==> src/rtl/k005297_bubpos_tracker.sv <==
// Bubble-loop position counter with a 4-phase seek handshake for the K005297
// controller: tracks the position under the detector and raises a page-match window.
module k005297_bubpos_tracker #(
  parameter int LOOP_LEN = 2053,
  parameter int PW       = 12
) (
  input  logic          i_MCLK,
  input  logic          i_MRST,
  input  logic          i_CLK2M_PCEN_n,
  input  logic [19:0]   i_ROT20_n,
  input  logic          i_SYS_RUN_FLAG,
  input  logic          i_SYS_RST_n,
  input  logic          i_SEEK_REQ,
  input  logic [PW-1:0] i_SEEK_POS,
  output logic          o_SEEK_ACK,
  output logic          o_SEEK_ERR,
  output logic [PW-1:0] o_POS,
  output logic          o_PAGE_MATCH,
  output logic          o_POS_TICK
);

  localparam int WW = PW + 1;
  localparam logic [PW-1:0] POS_LAST   = PW'(LOOP_LEN - 1);
  localparam logic [WW-1:0] LOOP_LEN_W = WW'(LOOP_LEN);
  localparam logic [WW-1:0] WD_LIMIT   = WW'(LOOP_LEN + 1);

  typedef enum logic [1:0] {
    ST_IDLE  = 2'd0,
    ST_SEEK  = 2'd1,
    ST_MATCH = 2'd2,
    ST_ACK   = 2'd3
  } state_t;

  state_t        state_r, state_s;
  logic [PW-1:0] pos_r, pos_s, pos_inc_s;
  logic [PW-1:0] target_r, target_s;
  logic [WW-1:0] wd_r, wd_s, wd_inc_s;
  logic          pos_tick_r;
  logic          match_r, match_s;
  logic          ack_r, ack_s;
  logic          err_r, err_s;
  logic          tick_s;

  // One position advance per ROT20 revolution, only while running and out of system reset.
  assign tick_s    = ~i_CLK2M_PCEN_n & ~i_ROT20_n[19] & i_SYS_RUN_FLAG & i_SYS_RST_n;
  assign pos_inc_s = (pos_r == POS_LAST) ? {PW{1'b0}} : pos_r + PW'(1);
  assign wd_inc_s  = wd_r + WW'(1);

  // Next position: system reset re-zeroes every cycle, otherwise advance on tick.
  always_comb begin
    pos_s = pos_r;
    if (!i_SYS_RST_n) begin
      pos_s = {PW{1'b0}};
    end else if (tick_s) begin
      pos_s = pos_inc_s;
    end else begin
      pos_s = pos_r;
    end
  end

  // Seek FSM next state and next registered outputs; the handshake itself runs
  // every MCLK so ack/accept latency is not stretched by the 2 MHz enable.
  always_comb begin
    state_s  = state_r;
    target_s = target_r;
    wd_s     = wd_r;
    match_s  = match_r;
    ack_s    = ack_r;
    err_s    = err_r;
    case (state_r)
      ST_IDLE: begin
        if (i_SEEK_REQ) begin
          target_s = i_SEEK_POS;
          wd_s     = {WW{1'b0}};
          if ({1'b0, i_SEEK_POS} >= LOOP_LEN_W) begin
            state_s = ST_ACK;
            ack_s   = 1'b1;
            err_s   = 1'b1;
          end else begin
            state_s = ST_SEEK;
          end
        end else begin
          state_s = ST_IDLE;
        end
      end
      ST_SEEK: begin
        if (!i_SEEK_REQ) begin
          state_s = ST_IDLE;
        end else if (!i_SYS_RST_n) begin
          state_s = ST_ACK;
          ack_s   = 1'b1;
          err_s   = 1'b1;
        end else if (tick_s) begin
          wd_s = wd_inc_s;
          // Compare the post-tick position so the window opens with o_POS==target.
          if (pos_inc_s == target_r) begin
            state_s = ST_MATCH;
            match_s = 1'b1;
          end else if (wd_inc_s >= WD_LIMIT) begin
            state_s = ST_ACK;
            ack_s   = 1'b1;
            err_s   = 1'b1;
          end else begin
            state_s = ST_SEEK;
          end
        end else begin
          state_s = ST_SEEK;
        end
      end
      ST_MATCH: begin
        if (!i_SEEK_REQ) begin
          state_s = ST_IDLE;
          match_s = 1'b0;
        end else if (!i_SYS_RST_n) begin
          state_s = ST_ACK;
          match_s = 1'b0;
          ack_s   = 1'b1;
          err_s   = 1'b1;
        end else if (tick_s) begin
          state_s = ST_ACK;
          match_s = 1'b0;
          ack_s   = 1'b1;
          err_s   = 1'b0;
        end else begin
          state_s = ST_MATCH;
        end
      end
      ST_ACK: begin
        if (!i_SEEK_REQ) begin
          state_s = ST_IDLE;
          ack_s   = 1'b0;
          err_s   = 1'b0;
        end else begin
          state_s = ST_ACK;
        end
      end
      default: begin
        state_s = ST_IDLE;
        match_s = 1'b0;
        ack_s   = 1'b0;
        err_s   = 1'b0;
      end
    endcase
  end

  // State and output registers; master reset overrides everything.
  always_ff @(posedge i_MCLK) begin
    if (i_MRST) begin
      state_r    <= ST_IDLE;
      pos_r      <= {PW{1'b0}};
      target_r   <= {PW{1'b0}};
      wd_r       <= {WW{1'b0}};
      pos_tick_r <= 1'b0;
      match_r    <= 1'b0;
      ack_r      <= 1'b0;
      err_r      <= 1'b0;
    end else begin
      state_r    <= state_s;
      pos_r      <= pos_s;
      target_r   <= target_s;
      wd_r       <= wd_s;
      pos_tick_r <= tick_s;
      match_r    <= match_s;
      ack_r      <= ack_s;
      err_r      <= err_s;
    end
  end

  assign o_POS        = pos_r;
  assign o_POS_TICK   = pos_tick_r;
  assign o_PAGE_MATCH = match_r;
  assign o_SEEK_ACK   = ack_r;
  assign o_SEEK_ERR   = err_r;

endmodule

==> config.mk <==
export PLATFORM = sky130hd
export DESIGN_NAME = k005297_bubpos_tracker
export DESIGN_NICKNAME = d
export VERILOG_FILES = /design/src/rtl/k005297_bubpos_tracker.sv
export SDC_FILE = /design/constraint.sdc
export NUM_CORES = 1
export LEC_CHECK = 0
export ABC_AREA = 1
export ABC_CLOCK_PERIOD_IN_PS = 2200
export BUFFER_PORTS_ARGS = -buffer_cell sky130_fd_sc_hd__buf_4
export CORE_MARGIN = 10
export CORE_UTILIZATION = 55
export CTS_CLUSTER_DIAMETER = 40
export CTS_CLUSTER_SIZE = 10
export DETAILED_ROUTE_END_ITERATION = 8
export PLACE_DENSITY = 0.8
export SLEW_MARGIN = 0
export SYNTH_ARGS = -nofsm -noshare
export SYNTH_HDL_FRONTEND = slang
export SYNTH_SLANG_ARGS = --single-unit
==> constraint.sdc <==
create_clock -name i_MCLK -period 2.2 [get_ports i_MCLK]
set_input_delay 0 -clock i_MCLK [delete_from_list [all_inputs] [get_ports i_MCLK]]
set_output_delay 0 -clock i_MCLK [all_outputs]
set_load 0.02 [all_outputs]
==> flow_metrics.tcl, run 1 <==
set metrics [dict create \
    worst_path_max_delay_cell "dfxtp_2" \
    syn2layout_area_growth_pct 20.7 \
    crit_path_end_kind "register" \
    timing.reg2reg.setup_slack_ns 0.18 \
    final_hold_violations 0 \
    synth.area.mux_share_pct 0 \
    cts.sinks 43 \
    ant_nets 0 \
    post_synth_fa_ha_maj_area_fraction_pct 1.90 \
    hold_path_startpoint "i_SEEK_POS[2]" \
    stdcell_count 529 \
    max_freq_mhz 496 \
    design.portCount 54 \
    critical_path_arrival_ns 2.21 \
    synth_warn 0 \
    async_reset_ff_share_pct 0 \
    wire_per_inst_um 13.2 \
    post_synth_main_area_contributors "dfxtp_1, nand2_1, inv_1" \
    power.clock.fraction_pct 29.9 \
    timing.critical_path.cells "inv_2 -> ha_2 -> nand3_1 -> nor2_1 -> nand2_2 -> nand2_2 -> nand2_1 -> nand2_1 -> inv_1 -> nor2_1 -> nand3_2 -> nor2_4 -> nand2_2 -> a21oi_1 -> nor2_1" \
    gr-usage-all-layers_pct 18.7 \
    layout-drive-gt1-share_pct 16.6 \
    crit-reg2reg-capture "o_SEEK_ERR" \
    post-route-drc-count 0 \
    synth_area_per_cell_um2 6.21 \
    ctsHtreeMaxLevel 2 \
    hold_path.class "in -> reg" \
    grt_start_max_net_pins 20 \
    syn-instance-count 423 \
    post-route-min-period_ns 2.02 \
    synth_top_family_by_area "simple AND/OR/NAND/NOR gates" \
    port_buffers 34 \
    internal_power_mw 1.17 \
    tightest_slew_ns 0.736 \
    synthDominantCellAreaShare_pct 32.7 \
    synth_top_cells_by_count "nand2_1, inv_1, dfxtp_1, nor2_1, a21oi_1" \
    path_class "reg -> reg" \
    clk_path_buf_depth 2 \
    worst_ep_required_time_ns 2.39 \
    postSynthRegisterBits 43 \
    synth.yosys.seq_area_share_pct 32.7 \
    mappedNetlistArea_um2 2630 \
    cap_violations 0 \
    combinationalPowerShare_pct 18.7 \
    synth-compound-area-share_pct 17.4 \
    switching_power_mw 0.496 \
    first_global_vias 2735 \
    critical_path.max_stage_delay_ns 0.34 \
    layout.filler_cells 416 \
    core_region_area_um2 4690 \
    number_of_placement_rows 25 \
    timing.hold.worst_endpoint "target_r[2]" \
    reg2reg_depth 15 \
    routed_wirelength_mm 6.98 \
    vias 2870 \
    tritoncts "yes" \
    power_switching_share_pct 29.7 \
    congestion_overflow_gr 0 \
    postLayoutSetupSlackWorst_ns 0.182 \
    via_per_inst 5.43 \
    place_inst 512 \
    r2r-start "o_POS[0]" \
    grt_pass1_wl_mm 12.2 \
    die_outline_width_um 89.1 \
    syn_nets 465 \
    pwr-share-seq_pct 51.4 \
    fp.dieArea_um2 7950 \
    result_of_the_run "finished clean" \
    yosysMostFrequentCell "nand2_1" \
    finish.net_count 516 \
    cts_inserted_buffers 5 \
    min_path_cells 3 \
    power.static_leakage_nw 1.41 \
    worst_path_dominant_cell_family "simple AND/OR/NAND/NOR gates" \
    preCtsSetupSlack_ns 0.162 \
    cp_max_fo 8 \
    synth-xor-area-share_pct 1.33 \
    drtPass1Iterations 6 \
    power-per-cell-area_nw_per_um2 526 \
    chipHeight_um 89.1 \
    floorplan.initialDensity_pct 56.0 \
    timing.final.max_slew_violations 0 \
    synthDominantAreaCellType "dfxtp_1" \
    synth.distinct_cells 33 \
    drt_iter0_drc 198 \
    post-dp-hpwl_mm 5.29 \
    crit_path_start_kind "register" \
    post-route-period-util_pct 91.7 \
    final.setup_skew_ns 0.00740 \
    clock_tree.root_cell "clkbuf_8" \
    ys_dominant_reg_cell "dfxtp_1" \
    report.power.total_mw 1.67 \
    slew-limit-headroom_pct 50.7 \
    report.final.setup_viol 0 \
    power.ir.vdd_worst_mv 0.357 \
    clk_pin_slew_worst_paths_ns 0.08 \
    crit_buf_inv 2 \
    setup.worst_path.start "o_POS[0]" \
    synth_enable_flop_cells 0 \
    synth_simple_gate_area_share_pct 37.3 \
    gpl.final_weighted_congestion 0.935 \
    worstSkewPairLatency_ns 0.29 \
    num_antenna_cells 0 \
    number_of_antenna_violations_at_the_first_check_in_global_routing 0 \
]
## kinds of logic after synthesis
logic type	count (synthesis)
and+or+nand+nor	223
AOI/OAI and AO/OA	85
buffers and inverters	64
DFF	43
xor gates and xnor gates	4
adders and majority gates	4
## layout make-up
cell class              instances  area (um2)  share of cell area [%]
clock buffers                   7        76.3                    2.41
repair buffers                 52         410                    12.9
multi-input cells             316        1540                    48.5
clock inverters                 1        5.00                   0.158
inverters                      56         210                    6.62
flip-flops and latches         43         866                    27.3
well taps                      54        67.6                    2.13
## worst register-to-register path, delay by kind of cell, from the launching register on
| kind | cells | cell delay [ns] |
|---|---|---|
| and+or+nand+nor | 11 | 1.15 |
| AOI/OAI and AO/OA | 1 | 0.15 |
| buffers and inverters | 2 | 0.11 |
| DFF | 1 | 0.34 |
| adders and majority gates | 1 | 0.19 |
## routing by layer
layer / global-route usage (%) / vias to the layer above / routed length, um
li1: - / 1469 / -
met1: 23.9 / 1278 / 3130
met2: 31.2 / 114 / 3160
met3: 4.28 / 9 / 625
met4: 4.05 / 0 / 68
met5: 0 / - / 0
## through the flow
stage | util, % | cell area, um2 | setup TNS (ns) | hold WS, ns
finish | 67.6 | 3170 | 0 | 0.0133
global route | 67.6 | 3170 | -0.00207 | 0.0159
global placement | 63.6 | 2980 | 0 | 0.251
CTS | 67.0 | 3150 | 0 | 0.00687
floorplan | - | 2630 | 0 | 0.0691
detailed placement | 63.6 | 2980 | 0 | 0.263
## worst max path at each step
stage	to	depth (start not counted)
3_5_place_dp	o_SEEK_ERR	15
3_3_place_gp	o_SEEK_ERR	14
5_1_grt	state_r[0]	17
2_1_floorplan	o_SEEK_ACK	14
4_1_cts	o_SEEK_ERR	15
6_report	o_SEEK_ERR	15
## flip-flops by register name, summed over array words and instances, names as in the netlist
| name | cells |
|---|---|
| o_PAGE_MATCH | 1 |
| o_POS | 12 |
| o_POS_TICK | 1 |
| o_SEEK_ACK | 1 |
| o_SEEK_ERR | 1 |
| state_r | 2 |
| target_r | 12 |
| wd_r | 13 |
## cells in the final DEF (no fill, tap or decap), types with 3 or more instances in the layout
master,n
nand3_1,35
nand4_1,5
nor2_4,3
xor2_1,3
o21ai_1,4
nand2_2,4
nor2_2,5
o211ai_1,3
nand3b_1,3
dlygate4sd3_1,8
dfxtp_2,4
nor3_1,3
o21ai_0,33
a21oi_1,38
inv_1,50
buf_4,44
inv_2,5
dfxtp_1,39
nor2_1,42
nand2_1,117
clkbuf_8,5
## what timing repair did
item,in CTS,in global routing
hold buffers,8,0
setup endpoints to repair,0,3
hold endpoints to repair,18,0
buffers inserted,0,1
gates resized for setup,0,10
## power by group through the flow
stage	Clock (mW)	Sequential [mW]	Combinational (mW)
2_1_floorplan	0	0.879	0.182
3_3_place_gp	0	0.874	0.287
3_5_place_dp	0	0.874	0.295
4_1_cts	0.509	0.857	0.308
5_1_grt	0.537	0.864	0.354
6_report	0.499	0.858	0.312
(Power assumes the default switching activity.)
==> run 2, diff against run 1 <==
--- a/config.mk
+++ b/config.mk
@@ -7,13 +7,15 @@
 export LEC_CHECK = 0
 export ABC_AREA = 1
 export ABC_CLOCK_PERIOD_IN_PS = 2200
-export BUFFER_PORTS_ARGS = -buffer_cell sky130_fd_sc_hd__buf_4
+export CAP_MARGIN = 30
+export CORE_ASPECT_RATIO = 1.4
 export CORE_MARGIN = 10
 export CORE_UTILIZATION = 55
 export CTS_CLUSTER_DIAMETER = 40
 export CTS_CLUSTER_SIZE = 10
 export DETAILED_ROUTE_END_ITERATION = 8
-export PLACE_DENSITY = 0.8
+export DONT_BUFFER_PORTS = 1
+export PLACE_DENSITY = 0.7
 export SLEW_MARGIN = 0
 export SYNTH_ARGS = -nofsm -noshare
 export SYNTH_HDL_FRONTEND = slang
==> run 2 against run 1 <==
- via count shrank 4.4%
- critical path type unchanged
- core utilization increased by 0.13 points
- wire length grew 2.2%
- maximum frequency shrank 0.76%
- die area is 0.49% higher
- count of clock-buffer cells in the layout down 1
- critical path depth unchanged
- power rose by 4.7%
- non-clock buffer count shrank 19
- cell area fell by 2.4%
- register-to-register slack got worse by 0.02 ns
==> flow_metrics.tcl, run 2 (same netlist as run 1, synthesis figures left out) <==
set metrics [dict create \
    syn2layout_area_growth_pct 17.8 \
    power.clock.fraction_pct 34.7 \
    crit_path_start_kind "register" \
    grt_start_max_net_pins 20 \
    timing.critical_path.cells "ha_4 -> nand2_1 -> nor2_4 -> nand2_1 -> nand2_1 -> nand2_1 -> nand2_1 -> nand3_1 -> nor2_2 -> nand3_2 -> nor2_4 -> nand2_2 -> nand3_1 -> nand2_1 -> nor2_2" \
    result_of_the_run "finished clean" \
    hold_path.class "in -> reg" \
    tightest_slew_ns 0.687 \
    worstSkewPairLatency_ns 0.30 \
    cap_violations 0 \
    post-route-period-util_pct 92.4 \
    cts.repair_timing.setup_buffer_count 0 \
    postLayoutSetupSlackWorst_ns 0.167 \
    finish.net_count 497 \
    crit-reg2reg-capture "o_SEEK_ERR" \
    layout-drive-gt1-share_pct 11.6 \
    min_path_cells 3 \
    tritoncts "yes" \
    pwr-share-seq_pct 49.3 \
    layout.filler_cells 472 \
    cp_max_fo 4 \
    clk_path_buf_depth 2 \
    combinationalPowerShare_pct 16.0 \
    tns_ns 0 \
    switching_power_mw 0.487 \
    core_region_area_um2 4570 \
    clock_tree.root_cell "clkbuf_8" \
    cts.sinks 43 \
    power_switching_share_pct 27.9 \
    layout.cells.most_common_list "nand2_1, inv_1, dfxtp_1, nor2_1, a21oi_1" \
    cts_inserted_buffers 5 \
    via_per_inst 5.31 \
    die_outline_width_um 78.4 \
    clk_pin_slew_worst_paths_ns 0.08 \
    fp.dieArea_um2 7980 \
    slew-limit-headroom_pct 54.1 \
    drt_iter0_drc 119 \
    ctsHtreeMaxLevel 2 \
    preCtsSetupSlack_ns 0.0589 \
    wire_per_inst_um 13.8 \
    report.final.setup_viol 0 \
    power.ir.vdd_worst_mv 0.341 \
    path_class "reg -> reg" \
    design.portCount 54 \
    port_buffers 0 \
    floorplan.initialDensity_pct 57.5 \
    grt_setup_unrepaired "false" \
    reg2reg_depth 15 \
    internal_power_mw 1.26 \
    post-route-drc-count 0 \
    worst_path_dominant_cell_family "simple AND/OR/NAND/NOR gates" \
    path_common_cell "nand2_1" \
    most_common_library_cell_in_the_layout_ignoring_fill_and_taps "nand2_1" \
    worst_ep_required_time_ns 2.44 \
    largest_register_ff_count 13 \
    power-per-cell-area_nw_per_um2 564 \
    crit_buf_inv 0 \
    max_freq_mhz 492 \
    largest_register_by_flop_count "wd_r" \
    drtPass1Iterations 4 \
    grt_pass1_wl_mm 11.4 \
    post-dp-hpwl_mm 5.44 \
    vias 2745 \
    final_hold_violations 0 \
    timing.hold.worst_endpoint "o_POS[0]" \
    hold_path_startpoint "i_MRST" \
    critical_path_arrival_ns 2.28 \
    chipHeight_um 102 \
    timing.final.max_slew_violations 0 \
    worst_path_max_delay_cell "dfxtp_2" \
    number_of_placement_rows 29 \
    timing.reg2reg.setup_slack_ns 0.17 \
    gr-usage-all-layers_pct 17.6 \
    power.static_leakage_nw 1.34 \
    crit_path_end_kind "register" \
    r2r-start "o_POS[0]" \
    congestion_overflow_gr 0 \
    first_global_vias 2560 \
    gpl.final_weighted_congestion 0.849 \
    post-route-min-period_ns 2.03 \
    num_antenna_cells 0 \
    critical_path.max_stage_delay_ns 0.39 \
    ant_nets 0 \
    routed_wirelength_mm 7.13 \
    number_of_antenna_violations_at_the_first_check_in_global_routing 0 \
    final.setup_skew_ns 0.00743 \
    finalCoreUtilization_pct 67.8 \
]
## run 2: changes by cell type in the layout (fill, tap and decap cells not counted), sizes merged
cell	change
buf	-25
bufinv	+1
clkbuf	-1
clkinv	-1
dlygate4sd3	+6
## run 2: worst max-delay path by stage
| stage | endpoint | cells after the start | slack [ns] | from |
|---|---|---|---|---|
| after floorplan | o_SEEK_ACK | 14 | 0.20 | o_POS[1] |
| after global placement | o_SEEK_ERR | 14 | 0.10 | o_POS[1] |
| after detailed placement | o_SEEK_ACK | 14 | 0.06 | o_POS[1] |
| after CTS | o_SEEK_ACK | 14 | 0.05 | o_POS[1] |
| after global routing | o_SEEK_ERR | 16 | 0.002 | o_POS[1] |
| final | o_SEEK_ERR | 15 | 0.17 | o_POS[0] |
## run 2: final cells by class
cell class	instances	area, um2	area share, %
flip-flops and latches	43	866	27.9
repair buffers	33	283	9.13
inverters	56	210	6.79
well taps	62	77.6	2.50
multi-input cells	316	1560	50.3
clock inverters	1	30.0	0.969
clock buffers	6	72.6	2.34
## run 2: metrics by stage
step | cells | power [mW] | area (um2) | hold slack [ns]
6_report | 517 | 1.75 | 3100 | 0.0400
5_1_grt | 517 | 1.83 | 3100 | 0.0451
4_1_cts | 517 | 1.74 | 3060 | 0.0458
3_5_place_dp | 496 | 1.13 | 2810 | 0.0726
3_3_place_gp | 496 | 1.12 | 2810 | 0.0713
2_1_floorplan | 423 | 1.06 | 2630 | 0.0691
## run 2: timing repair
| item | CTS | global route |
|---|---|---|
| hold endpoints to repair | 26 | 0 |
| resized for setup | 0 | 13 |
| setup endpoints to repair | 0 | 5 |
| hold buffers | 14 | 0 |
## run 2: power groups by stage
stage	Combinational (mW)	Clock [mW]	Sequential [mW]
after global placement	0.244	0	0.877
after CTS	0.275	0.610	0.860
final	0.280	0.606	0.861
after floorplan	0.182	0	0.879
after detailed placement	0.250	0	0.878
after global routing	0.317	0.642	0.867
## run 2: per-layer routing
metal,global-route usage (%),wire length [um]
met1,16.5,2650
met2,35.2,4030
met3,4.17,339
met4,6.92,104
met5,0,0
## run 2: worst reg2reg max path, delay by kind of cell (launching register included)
| kind | cells | cell delay (ns) |
|---|---|---|
| AND/OR/NAND/NOR | 14 | 1.42 |
| flip-flops | 1 | 0.39 |
| adder cells (fa/ha/maj) | 1 | 0.16 |
==> run 3, diff against run 2 <==
--- a/config.mk
+++ b/config.mk
@@ -16,6 +16,7 @@
 export DETAILED_ROUTE_END_ITERATION = 8
 export DONT_BUFFER_PORTS = 1
 export PLACE_DENSITY = 0.7
+export RECOVER_POWER = 100
 export SLEW_MARGIN = 0
 export SYNTH_ARGS = -nofsm -noshare
 export SYNTH_HDL_FRONTEND = slang
==> run 3 against run 2 <==
- count of clock-buffer cells in the layout unchanged
- wire length is 0.55% higher
- power about the same
- die area unchanged
- worst hold slack got worse by 0.0020 ns
- first-iteration DRC count is 13% higher
- sequential power hardly changed
- critical endpoint unchanged
==> flow_metrics.tcl, run 3 (same netlist as run 1, synthesis figures left out) <==
set metrics [dict create \
    result_of_the_run "finished clean" \
    vias 2765 \
    chipHeight_um 102 \
    post-route-min-period_ns 2.03 \
    internal_power_mw 1.26 \
    final.setup_skew_ns 0.00811 \
    final_hold_violations 0 \
    port_buffers 0 \
    setup.worst_path.start "o_POS[0]" \
    report.final.setup_viol 0 \
    floorplan.initialDensity_pct 57.5 \
    routed_wirelength_mm 7.17 \
    timing.hold.ws_ns 0.0380 \
    fin_area_um2 3080 \
    largest_register_by_flop_count "wd_r" \
    drt_iter0_drc 134 \
    cts.sinks 43 \
    number_of_antenna_violations_at_the_first_check_in_global_routing 0 \
    gr-usage-all-layers_pct 17.6 \
    ant_nets 0 \
    clk_path_buf_depth 2 \
    via_per_inst 5.35 \
    post-dp-hpwl_mm 5.44 \
    largest_register_ff_count 13 \
    tns_ns 0 \
    preCtsSetupSlack_ns 0.0589 \
    tritoncts "yes" \
    wire_per_inst_um 13.9 \
    core_region_area_um2 4570 \
    num_antenna_cells 0 \
    postLayoutSetupSlackWorst_ns 0.166 \
    power_switching_share_pct 28.1 \
    grt_setup_unrepaired "false" \
    pwr-share-seq_pct 49.2 \
    clk_pin_slew_worst_paths_ns 0.08 \
    fp.dieArea_um2 7980 \
    ctsHtreeMaxLevel 2 \
    worstSkewPairLatency_ns 0.30 \
    timing.hold.worst_endpoint "o_POS[0]" \
    power.ir.vdd_worst_mv 0.342 \
    dpl-instance-area_um2 2810 \
    tightest_slew_ns 0.683 \
    timing.final.max_slew_violations 0 \
    grt_pass1_wl_mm 11.4 \
    power.clock.fraction_pct 34.8 \
    layout.cells.most_common_list "nand2_1, inv_1, dfxtp_1, nor2_1, a21oi_1" \
    timing.reg2reg.setup_slack_ns 0.17 \
    design.portCount 54 \
    crit-reg2reg-capture "o_SEEK_ERR" \
    crit_path_end_kind "register" \
    multi_input_area_um2 1560 \
    layout-drive-gt1-share_pct 10.3 \
    switching_power_mw 0.490 \
    clock_tree.root_cell "clkbuf_8" \
    power-per-cell-area_nw_per_um2 568 \
    critical_path_arrival_ns 2.28 \
    max_freq_mhz 492 \
    reg2reg_depth 15 \
    r2r-start "o_POS[0]" \
    layout.filler_cells 480 \
    combinationalPowerShare_pct 15.9 \
    hold_path_startpoint "i_MRST" \
    first_global_vias 2560 \
    final-seq-area_um2 866 \
    number_of_placement_rows 29 \
    congestion_overflow_gr 0 \
    power.static_leakage_nw 1.31 \
    syn2layout_area_growth_pct 17.0 \
    cp_max_fo 4 \
    cap_violations 0 \
    min_path_cells 3 \
    hold_path.class "in -> reg" \
    most_common_library_cell_in_the_layout_ignoring_fill_and_taps "nand2_1" \
    die_outline_width_um 78.4 \
    finish.net_count 497 \
    gpl.final_weighted_congestion 0.849 \
    cts_inserted_buffers 5 \
    grt_start_max_net_pins 20 \
    worst_ep_required_time_ns 2.44 \
    crit_path_start_kind "register" \
    drtPass1Iterations 4 \
    post-route-drc-count 0 \
    path_class "reg -> reg" \
    slew-limit-headroom_pct 54.3 \
    post-route-period-util_pct 92.5 \
]
run 3: cell count changes in the layout (fill, tap and decap cells not counted):
cell	change
o21ai_1	-1
buf_4	-6
o21ai_0	+1
clkbuf_1	+6
run 3: power by group through the flow:
stage / clock network (mW) / logic (mW) / registers (mW)
finish: 0.609 / 0.278 / 0.860
global route: 0.642 / 0.314 / 0.867
CTS: 0.610 / 0.275 / 0.860
detailed placement: 0 / 0.250 / 0.878
global placement: 0 / 0.244 / 0.877
floorplan: 0 / 0.182 / 0.879
run 3: how the worst max path moves through the flow:
| stage | endpoint | depth (start not counted) | slack [ns] |
|---|---|---|---|
| after floorplan | o_SEEK_ACK | 14 | 0.20 |
| after global placement | o_SEEK_ERR | 14 | 0.10 |
| after detailed placement | o_SEEK_ACK | 14 | 0.06 |
| after CTS | o_SEEK_ACK | 14 | 0.05 |
| after global routing | o_SEEK_ERR | 16 | 0.007 |
| final | o_SEEK_ERR | 15 | 0.17 |
run 3: cell type report:
cell class	instances	share of cell area (%)
Clock buffer	6	2.36
Clock inverter	1	0.976
Inverter	56	6.83
Multi-Input combinational cell	316	50.7
Sequential cell	43	28.2
Tap cell	62	2.52
Timing Repair Buffer	33	8.46
run 3: stage by stage:
| stage | util (%) | cells | power, mW |
|---|---|---|---|
| floorplan | - | 423 | 1.06 |
| global placement | 61.5 | 496 | 1.12 |
| detailed placement | 61.5 | 496 | 1.13 |
| CTS | 66.9 | 517 | 1.74 |
| global route | 67.3 | 517 | 1.82 |
| finish | 67.3 | 517 | 1.75 |
run 3: worst max-delay path: stages, from the launching register on:
cell	delay (ns)
dfxtp_2	0.39
ha_4	0.16
nand2_1	0.09
nor2_4	0.18
nand2_1	0.07
nand2_1	0.06
nand2_1	0.08
nand2_1	0.10
nand3_1	0.12
nor2_2	0.11
nand3_2	0.11
nor2_4	0.16
nand2_2	0.10
nand3_1	0.09
nand2_1	0.06
nor2_2	0.11
run 3: what timing repair did:
action	4_1_cts	5_1_grt
setup buffers	0	0
resized for setup	0	13
endpoints found under the hold margin	26	0
hold buffers	14	0
endpoints found under the setup margin	0	5
run 3: layer usage:
layer  vias to the layer above  part of all wire (%)  track usage (%)
met5                         -                     0                0
met4                         0                   1.8             6.92
met3                        10                   4.5             4.17
met2                        66                    56             35.2
met1                      1255                    38             16.5
li1                       1434                     -                -
